--- src/rtl/mem_wb_pkg.sv ---
// Shared pipeline-register types and widths for the ID/EX, EX/MEM and MEM/WB stages.
package mem_wb_pkg;

  localparam int SCALAR_W   = 8;
  localparam int VEC_LANES  = 16;
  localparam int VEC_LANE_W = 8;
  localparam int VEC_W      = VEC_LANES * VEC_LANE_W;
  localparam int REG_AW_P   = 5;

  typedef struct packed {
    logic                wre;
    logic                vwre;
    logic                wb_sel;
    logic [REG_AW_P-1:0] rd;
    logic [REG_AW_P-1:0] rs1;
    logic [REG_AW_P-1:0] rs2;
  } wb_ctrl_t;

endpackage

--- src/rtl/mem_wb_stage_reg_if.sv ---
// MEM-stage to MEM/WB-register bundle: the MEM stage drives it, the stage register samples it.
interface mem_wb_stage_reg_if #(
  parameter int DATA_W = 8,
  parameter int LANES  = 16,
  parameter int LANE_W = 8,
  parameter int REG_AW = 5
);

  logic                      in_valid;
  logic                      wre_in;
  logic                      vwre_in;
  logic                      wb_sel_in;
  logic [LANES-1:0]          lane_mask_in;
  logic [REG_AW-1:0]         rs1_in;
  logic [REG_AW-1:0]         rs2_in;
  logic [REG_AW-1:0]         rd_in;
  logic [DATA_W-1:0]         mem_data_in;
  logic [DATA_W-1:0]         calc_data_in;
  logic [LANES*LANE_W-1:0]   vmem_data_in;

  modport master (
    output in_valid, wre_in, vwre_in, wb_sel_in, lane_mask_in,
           rs1_in, rs2_in, rd_in, mem_data_in, calc_data_in, vmem_data_in
  );

  modport slave (
    input  in_valid, wre_in, vwre_in, wb_sel_in, lane_mask_in,
           rs1_in, rs2_in, rd_in, mem_data_in, calc_data_in, vmem_data_in
  );

endinterface

--- src/rtl/pipe_stage_reg.sv ---
// Generic pipeline flop bank: clear zeroes only the CLR_MASK bits (others hold), hold keeps all.
module pipe_stage_reg #(
  parameter int           W        = 8,
  parameter logic [W-1:0] CLR_MASK = '0
) (
  input  logic         clk,
  input  logic         reset_n,
  input  logic         hold,
  input  logic         clear,
  input  logic [W-1:0] d,
  output logic [W-1:0] q
);

  logic [W-1:0] q_r;

  // Stage flops: clear beats hold, hold beats load.
  always_ff @(posedge clk or negedge reset_n) begin
    if (!reset_n) begin
      q_r <= '0;
    end else if (clear) begin
      q_r <= q_r & ~CLR_MASK;
    end else if (!hold) begin
      q_r <= d;
    end else begin
      q_r <= q_r;
    end
  end

  assign q = q_r;

endmodule

--- src/rtl/mem_wb_stage_reg.sv ---
// MEM->WB stage register with valid/stall/flush, vector lane masking, WB->EX forward flags
// and a saturating retire counter.
module mem_wb_stage_reg
  import mem_wb_pkg::*;
#(
  parameter int DATA_W   = SCALAR_W,
  parameter int LANES    = VEC_LANES,
  parameter int LANE_W   = VEC_LANE_W,
  parameter int REG_AW   = REG_AW_P,
  parameter int ZERO_REG = 1,
  parameter int CNT_W    = 32
) (
  input  logic                    clk,
  input  logic                    reset_n,
  input  logic                    stall,
  input  logic                    flush,
  mem_wb_stage_reg_if.slave       mem_bus,
  input  logic [REG_AW-1:0]       ex_rs1,
  input  logic [REG_AW-1:0]       ex_rs2,
  input  logic                    cnt_clr,
  output logic                    wb_valid,
  output logic                    wre_wb,
  output logic                    vwre_wb,
  output logic [LANES-1:0]        lane_we_wb,
  output logic [REG_AW-1:0]       rd_wb,
  output logic [REG_AW-1:0]       rs1_wb,
  output logic [REG_AW-1:0]       rs2_wb,
  output logic [DATA_W-1:0]       wb_data,
  output logic [LANES*LANE_W-1:0] vwb_data,
  output logic                    fwd_rs1,
  output logic                    fwd_rs2,
  output logic [CNT_W-1:0]        retire_count
);

  localparam int VW     = LANES * LANE_W;
  localparam int CTRL_W = 1 + $bits(wb_ctrl_t);
  localparam int DAT_W  = LANES + 2 * DATA_W + VW;
  // Flush clears valid, wre and vwre (the three MSBs); select and indices keep their old values.
  localparam logic [CTRL_W-1:0] CTRL_CLR = {3'b111, {(CTRL_W-3){1'b0}}};
  localparam logic [CNT_W-1:0]  CNT_MAX  = {CNT_W{1'b1}};
  localparam logic [CNT_W-1:0]  CNT_ONE  = {{(CNT_W-1){1'b0}}, 1'b1};

  wb_ctrl_t            ctrl_in_s;
  wb_ctrl_t            ctrl_q_s;
  logic                valid_q_s;
  logic [LANES-1:0]    lane_mask_q_s;
  logic [DATA_W-1:0]   mem_q_s;
  logic [DATA_W-1:0]   calc_q_s;
  logic [VW-1:0]       vmem_q_s;
  logic                rd_is_zero_s;
  logic [CNT_W-1:0]    cnt_r;

  assign ctrl_in_s.wre    = mem_bus.wre_in;
  assign ctrl_in_s.vwre   = mem_bus.vwre_in;
  assign ctrl_in_s.wb_sel = mem_bus.wb_sel_in;
  assign ctrl_in_s.rd     = mem_bus.rd_in;
  assign ctrl_in_s.rs1    = mem_bus.rs1_in;
  assign ctrl_in_s.rs2    = mem_bus.rs2_in;

  pipe_stage_reg #(
    .W        (CTRL_W),
    .CLR_MASK (CTRL_CLR)
  ) u_ctrl_reg (
    .clk     (clk),
    .reset_n (reset_n),
    .hold    (stall),
    .clear   (flush),
    .d       ({mem_bus.in_valid, ctrl_in_s}),
    .q       ({valid_q_s, ctrl_q_s})
  );

  pipe_stage_reg #(
    .W        (DAT_W),
    .CLR_MASK ({DAT_W{1'b0}})
  ) u_data_reg (
    .clk     (clk),
    .reset_n (reset_n),
    .hold    (stall),
    .clear   (flush),
    .d       ({mem_bus.lane_mask_in, mem_bus.mem_data_in, mem_bus.calc_data_in, mem_bus.vmem_data_in}),
    .q       ({lane_mask_q_s, mem_q_s, calc_q_s, vmem_q_s})
  );

  // Scalar x0 is hardwired when ZERO_REG is set; the vector file has no such register.
  assign rd_is_zero_s = (ZERO_REG != 0) && (ctrl_q_s.rd == {REG_AW{1'b0}});

  assign wb_valid   = valid_q_s;
  assign wre_wb     = ctrl_q_s.wre & valid_q_s & ~rd_is_zero_s;
  assign vwre_wb    = ctrl_q_s.vwre & valid_q_s;
  assign lane_we_wb = lane_mask_q_s & {LANES{vwre_wb}};
  assign rd_wb      = ctrl_q_s.rd;
  assign rs1_wb     = ctrl_q_s.rs1;
  assign rs2_wb     = ctrl_q_s.rs2;
  assign wb_data    = ctrl_q_s.wb_sel ? mem_q_s : calc_q_s;
  assign vwb_data   = vmem_q_s;
  assign fwd_rs1    = wre_wb && (ctrl_q_s.rd == ex_rs1);
  assign fwd_rs2    = wre_wb && (ctrl_q_s.rd == ex_rs2);

  // Retire counter: clear wins, otherwise count unstalled commits and stick at all-ones.
  always_ff @(posedge clk or negedge reset_n) begin
    if (!reset_n) begin
      cnt_r <= {CNT_W{1'b0}};
    end else if (cnt_clr) begin
      cnt_r <= {CNT_W{1'b0}};
    end else if (valid_q_s && !stall && (cnt_r != CNT_MAX)) begin
      cnt_r <= cnt_r + CNT_ONE;
    end else begin
      cnt_r <= cnt_r;
    end
  end

  assign retire_count = cnt_r;

endmodule

--- src/flat_wrapper.sv ---
// flat-port wrapper written by rule: the top's interface ports become plain ports
module mem_wb_stage_reg_flat import mem_wb_pkg::*;
#(
  parameter int DATA_W   = SCALAR_W,
  parameter int LANES    = VEC_LANES,
  parameter int LANE_W   = VEC_LANE_W,
  parameter int REG_AW   = REG_AW_P,
  parameter int ZERO_REG = 1,
  parameter int CNT_W    = 32
)
  (clk, reset_n, stall, flush, ex_rs1, ex_rs2, cnt_clr, wb_valid, wre_wb, vwre_wb, lane_we_wb, rd_wb, rs1_wb, rs2_wb, wb_data, vwb_data, fwd_rs1, fwd_rs2, retire_count, mem_bus_in_valid, mem_bus_wre_in, mem_bus_vwre_in, mem_bus_wb_sel_in, mem_bus_lane_mask_in, mem_bus_rs1_in, mem_bus_rs2_in, mem_bus_rd_in, mem_bus_mem_data_in, mem_bus_calc_data_in, mem_bus_vmem_data_in);
  mem_wb_stage_reg_if #(.DATA_W(DATA_W), .LANES(LANES), .LANE_W(LANE_W), .REG_AW(REG_AW)) mem_bus_i ();
  input  logic clk;
  input  logic reset_n;
  input  logic stall;
  input  logic flush;
  input  logic [REG_AW-1:0] ex_rs1;
  input  logic [REG_AW-1:0] ex_rs2;
  input  logic cnt_clr;
  output logic wb_valid;
  output logic wre_wb;
  output logic vwre_wb;
  output logic [LANES-1:0] lane_we_wb;
  output logic [REG_AW-1:0] rd_wb;
  output logic [REG_AW-1:0] rs1_wb;
  output logic [REG_AW-1:0] rs2_wb;
  output logic [DATA_W-1:0] wb_data;
  output logic [LANES*LANE_W-1:0] vwb_data;
  output logic fwd_rs1;
  output logic fwd_rs2;
  output logic [CNT_W-1:0] retire_count;
  input wire logic [$bits(mem_bus_i.in_valid)-1:0] mem_bus_in_valid;
  input wire logic [$bits(mem_bus_i.wre_in)-1:0] mem_bus_wre_in;
  input wire logic [$bits(mem_bus_i.vwre_in)-1:0] mem_bus_vwre_in;
  input wire logic [$bits(mem_bus_i.wb_sel_in)-1:0] mem_bus_wb_sel_in;
  input wire logic [$bits(mem_bus_i.lane_mask_in)-1:0] mem_bus_lane_mask_in;
  input wire logic [$bits(mem_bus_i.rs1_in)-1:0] mem_bus_rs1_in;
  input wire logic [$bits(mem_bus_i.rs2_in)-1:0] mem_bus_rs2_in;
  input wire logic [$bits(mem_bus_i.rd_in)-1:0] mem_bus_rd_in;
  input wire logic [$bits(mem_bus_i.mem_data_in)-1:0] mem_bus_mem_data_in;
  input wire logic [$bits(mem_bus_i.calc_data_in)-1:0] mem_bus_calc_data_in;
  input wire logic [$bits(mem_bus_i.vmem_data_in)-1:0] mem_bus_vmem_data_in;
  assign mem_bus_i.in_valid = mem_bus_in_valid;
  assign mem_bus_i.wre_in = mem_bus_wre_in;
  assign mem_bus_i.vwre_in = mem_bus_vwre_in;
  assign mem_bus_i.wb_sel_in = mem_bus_wb_sel_in;
  assign mem_bus_i.lane_mask_in = mem_bus_lane_mask_in;
  assign mem_bus_i.rs1_in = mem_bus_rs1_in;
  assign mem_bus_i.rs2_in = mem_bus_rs2_in;
  assign mem_bus_i.rd_in = mem_bus_rd_in;
  assign mem_bus_i.mem_data_in = mem_bus_mem_data_in;
  assign mem_bus_i.calc_data_in = mem_bus_calc_data_in;
  assign mem_bus_i.vmem_data_in = mem_bus_vmem_data_in;
  mem_wb_stage_reg #(.DATA_W(DATA_W), .LANES(LANES), .LANE_W(LANE_W), .REG_AW(REG_AW), .ZERO_REG(ZERO_REG), .CNT_W(CNT_W)) u_core (.clk(clk), .reset_n(reset_n), .stall(stall), .flush(flush), .mem_bus(mem_bus_i), .ex_rs1(ex_rs1), .ex_rs2(ex_rs2), .cnt_clr(cnt_clr), .wb_valid(wb_valid), .wre_wb(wre_wb), .vwre_wb(vwre_wb), .lane_we_wb(lane_we_wb), .rd_wb(rd_wb), .rs1_wb(rs1_wb), .rs2_wb(rs2_wb), .wb_data(wb_data), .vwb_data(vwb_data), .fwd_rs1(fwd_rs1), .fwd_rs2(fwd_rs2), .retire_count(retire_count));
endmodule
--- config.mk ---
export PLATFORM = sky130hd
export DESIGN_NAME = mem_wb_stage_reg_flat
export DESIGN_NICKNAME = d
export VERILOG_FILES = /design/src/rtl/mem_wb_pkg.sv /design/src/rtl/mem_wb_stage_reg_if.sv /design/src/rtl/pipe_stage_reg.sv /design/src/rtl/mem_wb_stage_reg.sv /design/src/flat_wrapper.sv
export SDC_FILE = /design/constraint.sdc
export NUM_CORES = 1
export LEC_CHECK = 0
export ABC_CLOCK_PERIOD_IN_PS = 2600
export CAP_MARGIN = 20
export CORE_ASPECT_RATIO = 0.75
export CORE_MARGIN = 5
export CORE_UTILIZATION = 40
export DETAILED_ROUTE_END_ITERATION = 6
export PLACE_DENSITY = 0.77
export SLEW_MARGIN = 15
export SYNTH_ARGS = -nofsm -noshare
export SYNTH_HDL_FRONTEND = slang
export SYNTH_SLANG_ARGS = --single-unit
--- constraint.sdc ---
create_clock -name clk -period 2.6 [get_ports clk]
set_clock_uncertainty 0.05 [all_clocks]
set_input_delay 0.26 -clock clk [delete_from_list [all_inputs] [get_ports clk]]
set_output_delay 0.26 -clock clk [all_outputs]
set_load 0.01 [all_outputs]
==> impl_results.md, run 1 <==
* Slew @ Worst Pin at around 500 ps
* Post-synth EDFFs at 0
* Max IR drop VDD at 0.000413 V
* Initial core utilization at 0.403
* Syn nets at approximately 840
* Syn Std Cell Area at 8820 µm²
* Port buffer count at approximately 400
* Power per Cell Area at approximately 660 nW/µm²
* Count of different cell masters after synthesis at 35
* Area post-placement at between 10000 and 15000 µm²
* Synth area leaders: dfrtp_1 (60%), mux2_2 (24%), a21oi_1 (1.4%), and3_1 (1.3%), buf_4 (1.3%)
* Endpoints failing setup at 0
* P&R area growth vs syn at 58.2%
* Area leader, netlist: dfrtp_1
* Placer Congestion at 0.864
* FILL cells at 1702
* Inserted Clock Buffers at 23
* Max Root-Sink Buffers at 3
* CTS sink cnt at 211
* Drt initial violations at 270
* DRC at 0
* H-tree depth at 1
* Share of cells above drive strength 1 at 0.250
* Routed Antenna Nets at 0
* Run status: completed
* Dpl hpwl at about 21000 µm
* CORE AREA at about 22000 µm²
* Routed wire per std cell at about 20 µm
* Clock Latency Late Sink at ~500 ps
* Area of the die at around 25000 µm²
* Reg2reg start: u_core.retire_count[0]
* Max FO, Critical Path at 4
* Finished Cell Area at around 14000 µm²
* Min Tclk post-route at 2480 ps
* Finished Layout Cells at between 1000 and 1500
* Final hold vios at 0
* CP required at 2290 ps
* Worst setup path class: flop to output port
* Period utilisation layout at 0.952
* Max_slew headroom at 0.667
* CP Capture Type: output port
* CTS tree: built
* Root Buffer: clkbuf_16
* Worst R2R End: u_core.retire_count[24]
* Crit path to: fwd_rs2
* DRT Wirelength at roughly 27000 µm
* Vias post-DR at around 6700
* Critical Path AT at 2170 ps
* Critical path origin: u_core.u_ctrl_reg.q[10]
* Vias per cell at 4.98
* First-pass GRT wire length at 41500 µm
* Die Span X at between 150 and 200 µm
* Worst R2R Path Depth at 6
* Cells after DPL at roughly 1300
* GRT Residual Overflow at 0
* HP Class: primary input to asynchronous set/reset pin
* Chip Height at around 140 µm
* Max_cap viols at 0
* Post-synth top flop: dfrtp_1
* Post-synth top area share at 0.598
* Crit path launch type: flop
* Ant diodes at 0
* Overall routing resource usage at 0.207
* Max frequency at around 400 MHz
* Num rows at 47
* Largest net degree at the start of global routing at between 60 and 70
* Post-synth ARST share at 1.00
* Syn Inst Count at 640
* Warnings from Yosys at 0
* Sequential area share after synthesis at 0.598
* Clock Pin Slew Worst Setup and Hold Paths at 70 ps
* Pleak at roughly 5.7 nW
* Final Max Slew Viols at 0
* Vias in the first global route at approximately 7200
* Synth Register Bits at roughly 210
* R2r setup slk at between 200 and 250 ps
* Antenna violations before repair at 2
* I/O pins at 398
* Synth Area per Inst at ~14 µm²
* Nets at ~1200
* DRT Pass-1 Iters at 4
## Yosys cell counts, types with 5 or more instances
master,count
nor2_1,14
buf_4,15
or4_1,11
o31ai_1,9
nand2_1,16
mux2_2,187
nand4_1,8
dfrtp_1,211
a21oi_1,24
nand3_1,15
o21ai_0,16
xor2_1,5
and3_1,18
or3_1,15
xnor2_1,7
clkbuf_1,28
## worst max-delay path: stages (launching register included)
cell	delay, ps
dfrtp_2	420
or4_4	530
o211ai_1	270
buf_4	160
nor4_1	40
clkdlybuf4s15_1	240
## final cells by class
type	count	area, µm²	share of cell area
multi-input cells	377	3300	0.236
repair buffers	421	4240	0.304
flip-flops and latches	211	5280	0.379
inverters	4	15.0	0.00108
clock inverters	13	118	0.00843
well taps	294	368	0.0264
clock buffers	28	634	0.0454
## where the power goes
part / total, W / switching [W] / internal [W]
Clock: 0.00321 / 0.00135 / 0.00186
Combinational: 0.00201 / 0.000733 / 0.00128
Sequential: 0.00393 / 0.000231 / 0.00369
Total: 0.00914 / 0.00232 / 0.00683
## state kept, by name, summed over array words and instances (netlist names)
register / count
u_core.u_ctrl_reg.q: 19
u_core.u_data_reg.q: 160
u_core.retire_count: 32
## how the worst min path moves through the flow
stage / startpoint / end / slack (ps) / depth (start not counted)
6_report: reset_n / u_core.retire_count[12] / 240 / 2
5_1_grt: reset_n / u_core.retire_count[16] / 270 / 2
4_1_cts: reset_n / u_core.retire_count[15] / 250 / 2
3_5_place_dp: reset_n / u_core.retire_count[15] / 230 / 1
3_3_place_gp: reset_n / u_core.retire_count[4] / 230 / 1
2_1_floorplan: reset_n / u_core.retire_count[0] / -90 / 0
## timing repair
item	CTS	global route
hold buffers	1	0
buffers inserted	2	5
pin swaps	1	1
resized for setup	6	4
endpoints found under the hold margin	51	0
setup endpoints to repair	3	3
## metrics by stage
stage	util	hold WS, ps	setup TNS (ps)	setup slack, ps	total power, W
2_1_floorplan	-	-85.6	0	370	0.00470
3_3_place_gp	0.601	229	0	322	0.00595
3_5_place_dp	0.601	227	0	265	0.00600
4_1_cts	0.636	248	0	7.29	0.00928
5_1_grt	0.638	275	-0.529	-0.529	0.00957
6_report	0.638	241	0	125	0.00914
## metal layers
layer / wire length, µm / part of all wire / up-vias / track usage
met4: 1070 / 0.040 / 4 / 0.0695
li1: - / - / 3102 / -
met2: 13400 / 0.49 / 266 / 0.348
met5: 21 / 0.00077 / - / 0
met3: 2560 / 0.094 / 55 / 0.0800
met1: 10100 / 0.37 / 3290 / 0.245
## cells by family (layout without fill, tap and decap cells)
logic type / after synthesis / after routing / share of synthesized area
simple gates: 120 / 120 / 0.0810
xor+xnor: 12 / 12 / 0.0119
mux: 191 / 191 / 0.243
flops: 211 / 211 / 0.598
fa+ha+maj: 1 / 1 / 0.00142
buf+inv: 52 / 466 / 0.0299
compound gates: 53 / 53 / 0.0342
## layout by cell type, fill, tap and decap left out, types with 2 or more instances in the layout
cell type,count
clkinvlp_4,2
and4_1,4
nor2b_1,4
or4_4,2
clkinv_2,4
and4_4,2
dfrtp_1,208
nand3_1,15
clkbuf_16,23
xor2_1,5
a21oi_1,24
buf_12,7
mux2_2,187
nand2_1,16
dfrtp_2,3
xnor2_1,7
and2_1,3
and3_1,18
buf_4,16
or3_1,15
mux2i_1,4
inv_6,3
o31ai_1,9
o21ai_0,16
or4_1,10
inv_1,4
clkinv_4,3
nor3_1,2
nor2_1,13
clkbuf_8,5
nand4_1,8
nor4_1,4
clkdlybuf4s50_1,393
Note: power is estimated with default switching activity, not from simulation.
==> run 2: changes to the inputs <==
Settings changed: SYNTH_HIERARCHICAL from default to 1.
==> impl_results.md, run 2 <==
* Die Span X at 184 µm (+1.1%)
* P&R area growth vs syn at 56.4%
* Synth area leaders: dfrtp_1 (58%), mux2_1 (12%), mux2_2 (10%), mux2_4 (1.7%), buf_6 (1.5%)
* I/O pins at 398 (unchanged)
* Chip Height at 140 µm (+1.1%)
* GRT Residual Overflow at 0 (unchanged)
* Syn Inst Count at 640 (unchanged)
* Initial core utilization at 0.407 (+0.00413)
* Area of the die at 25700 µm² (+2.2%)
* Syn Std Cell Area at 9030 µm² (+2.4%)
* Inserted Clock Buffers at 22 (-4.3%)
* Max IR drop VDD at 0.000529 V (+28%)
* Vias per cell at 4.94 (-0.86%)
* CP max-delay cell: or4_1
* Endpoints failing setup at 0 (unchanged)
* Synth top cells by count: dfrtp_1 (211), mux2_1 (100), mux2_2 (83)
* Fin util at 0.637 (-0.000957)
* CTS tree: built
* Pleak at 5.81 nW (+2.6%)
* Post-synth top flop: dfrtp_1
* Most common library cell in the layout ignoring fill and taps: clkdlybuf4s50_1
* Slew @ Worst Pin at 597 ps (+97.6 ps)
* CP Capture Type: output port
* Sw frac at 0.242 (-0.0114)
* Power per Cell Area at 636 nW/µm² (-2.9%)
* Ant diodes at 0 (unchanged)
* Setup TNS at 0 ps (unchanged)
* Post-CTS setup buffers at 0 (-2)
* RSZ-0062 raised after global routing: no
* Sequential area share after synthesis at 0.584 (-0.0139)
* Hold slack at 215 ps (-26.0 ps)
* Reg power frac at 0.436 (+0.007)
* Vias in the first global route at 7275 (+1.1%)
* Min Tclk post-route at 2430 ps (-48.2 ps)
* Post-synth top area share at 0.584 (-0.0139)
* Antenna violations before repair at 1 (-1)
* Routed Antenna Nets at 0 (unchanged)
* Drt initial violations at 291 (+7.8%)
* Max Root-Sink Buffers at 3 (unchanged)
* CP required at 2290 ps (about the same)
* Run status: completed
* Syn nets at 835 (unchanged)
* Max FO, Critical Path at 5 (+1)
* Met2 Use GR at 0.340 (-0.00860)
* Num rows at 47 (unchanged)
* Synth Area per Inst at 14.1 µm² (+2.4%)
* FILL cells at 1720 (+1.1%)
* Max frequency at 412 MHz (+2.0%)
* DRT Wirelength at 26200 µm (-3.5%)
* Clock power frac at 0.350 (about the same)
* Warnings from Yosys at 6 (+6)
* Routed wire per std cell at 19.4 µm (-4.0%)
* Synth Register Bits at 211 (unchanged)
* Worst setup path class: flop to output port
* Port buffer count at 397 (unchanged)
* Comb pwr share at 0.214 (-0.006)
* Post-synth ARST share at 1.00 (unchanged)
* Most common cell in the synthesized netlist: dfrtp_1
* Overall routing resource usage at 0.197 (-0.00978)
* Post-synth EDFFs at 0 (unchanged)
* DRT Pass-1 Iters at 4 (unchanged)
* Critical Path AT at 2120 ps (-50 ps)
* Busiest grt layer: met2
* Max_cap viols at 0 (unchanged)
* Met3 Track Usage GR at 0.0819 (+0.00194)
* Nets at 1241 (+0.65%)
* CTS sink cnt at 211 (unchanged)
* Pint at 0.00681 W (-0.20%)
* Met1 global-route usage at 0.230 (-0.0149)
* CP Cell Sequence: or4_1 -> o211ai_1 -> nor4_1 -> dlygate4sd2_1
* Switching power at 0.00217 W (-6.1%)
* Most frequent cells in the layout: clkdlybuf4s50_1 (393), dfrtp_1 (210), mux2_1 (100)
* First-pass GRT wire length at 40900 µm (-1.4%)
* Clock Pin Slew Worst Setup and Hold Paths at 60 ps (about the same)
* DRC at 0 (unchanged)
* Final Max Slew Viols at 0 (unchanged)
* HP Class: primary input to asynchronous set/reset pin
* Placer Congestion at 0.789 (-8.6%)
* Share of cells above drive strength 1 at 0.151 (-0.0987)
* Final hold vios at 0 (unchanged)
* Max reg flops at 160 (unchanged)
* Max_slew headroom at 0.592 (-0.0753)
* Vias post-DR at 6694 (-0.34%)
* Count of different cell masters after synthesis at 54 (+54%)
* Area leader, netlist: dfrtp_1
* Dpl hpwl at 20100 µm (-2.7%)
* Largest net degree at the start of global routing at 79 (+23%)
* CP max stage delay at 520 ps (about the same)
* H-tree depth at 1 (unchanged)
* Clock Latency Late Sink at 490 ps (about the same)
* Period utilisation layout at 0.933 (-0.0185)
* CORE AREA at 22200 µm² (+1.3%)
* Crit path launch type: flop
* Root Buffer: clkbuf_16
-- run 2: cell count changes after synthesis, sizes merged, moves of 4 or more --
cell    delta
clkbuf    -16
nor2      +11
o21ai     -11
a21oi     -10
or3        -8
nor2b      +7
mux2       +6
nand3      -6
nand2b     +4
or4        -4
-- run 2: timing repair --
item / 4_1_cts / 5_1_grt
resized for setup: 4 / 0
endpoints found under the setup margin: 3 / 0
endpoints found under the hold margin: 44 / 0
hold buffers: 1 / 0
-- run 2: final cells by class --
class | instances | area, µm² | area share
sequential | 211 | 5280 | 0.374
inverter | 2 | 7.51 | 0.000531
clock buffer | 35 | 681 | 0.0482
timing repair buffer | 417 | 4240 | 0.300
tap | 294 | 368 | 0.0260
clock inverter | 4 | 51.3 | 0.00363
multi-input combinational | 392 | 3500 | 0.248
-- run 2: kinds of logic after synthesis --
logic type                 synth area share
AOI/OAI and AO/OA                    0.0251
xor gates and xnor gates             0.0136
adders and majority gates           0.00138
buffers and inverters                0.0288
DFF                                   0.584
muxes                                 0.250
and+or+nand+nor                      0.0964
-- run 2: path summary, 6_finish.rpt --
path                                          start                        to  slack, ps  cells past startpoint
min in group clk           mem_bus_vmem_data_in[57]   u_core/u_data_reg/q[57]        310                      2
setup / recovery            u_core/u_ctrl_reg/q[11]                   fwd_rs1        170                      4
max in group asynchronous                   reset_n   u_core/u_data_reg/q[85]       1510                      3
setup reg to reg             u_core/retire_count[2]   u_core/retire_count[30]        270                      5
hold reg to reg            u_core/u_data_reg/q[146]  u_core/u_data_reg/q[146]        430                      1
hold / removal                              reset_n   u_core/u_data_reg/q[25]        210                      2
-- run 2: power by group through the flow --
stage,Clock [W],Sequential (W),Combinational (W)
final,0.00315,0.00392,0.00192
after global routing,0.00339,0.00398,0.00205
after CTS,0.00325,0.00392,0.00196
after detailed placement,0,0.00398,0.00195
after global placement,0,0.00396,0.00192
after floorplan,0,0.00410,0.000531
-- run 2: per-stage QoR --
stage,cells,power (W),worst slack (ps),area [µm²]
floorplan,640,0.00463,487,9030
finish,1355,0.00899,173,14100
detailed placement,1315,0.00593,223,13400
global placement,1315,0.00588,234,13400
global route,1355,0.00942,11.2,14100
CTS,1355,0.00914,147,14100
-- run 2: layer usage --
metal	wire, µm	vias to the layer above
met4	693	2
met3	2720	42
li1	-	3125
met1	9850	3274
met5	20	-
met2	12900	251
-- run 2: critical path, delay by kind of cell, from the launching register on --
family          cells  cell delay [ps]
compound gates      1              260
simple gates        2              620
buf+inv             1              300
flops               1              440
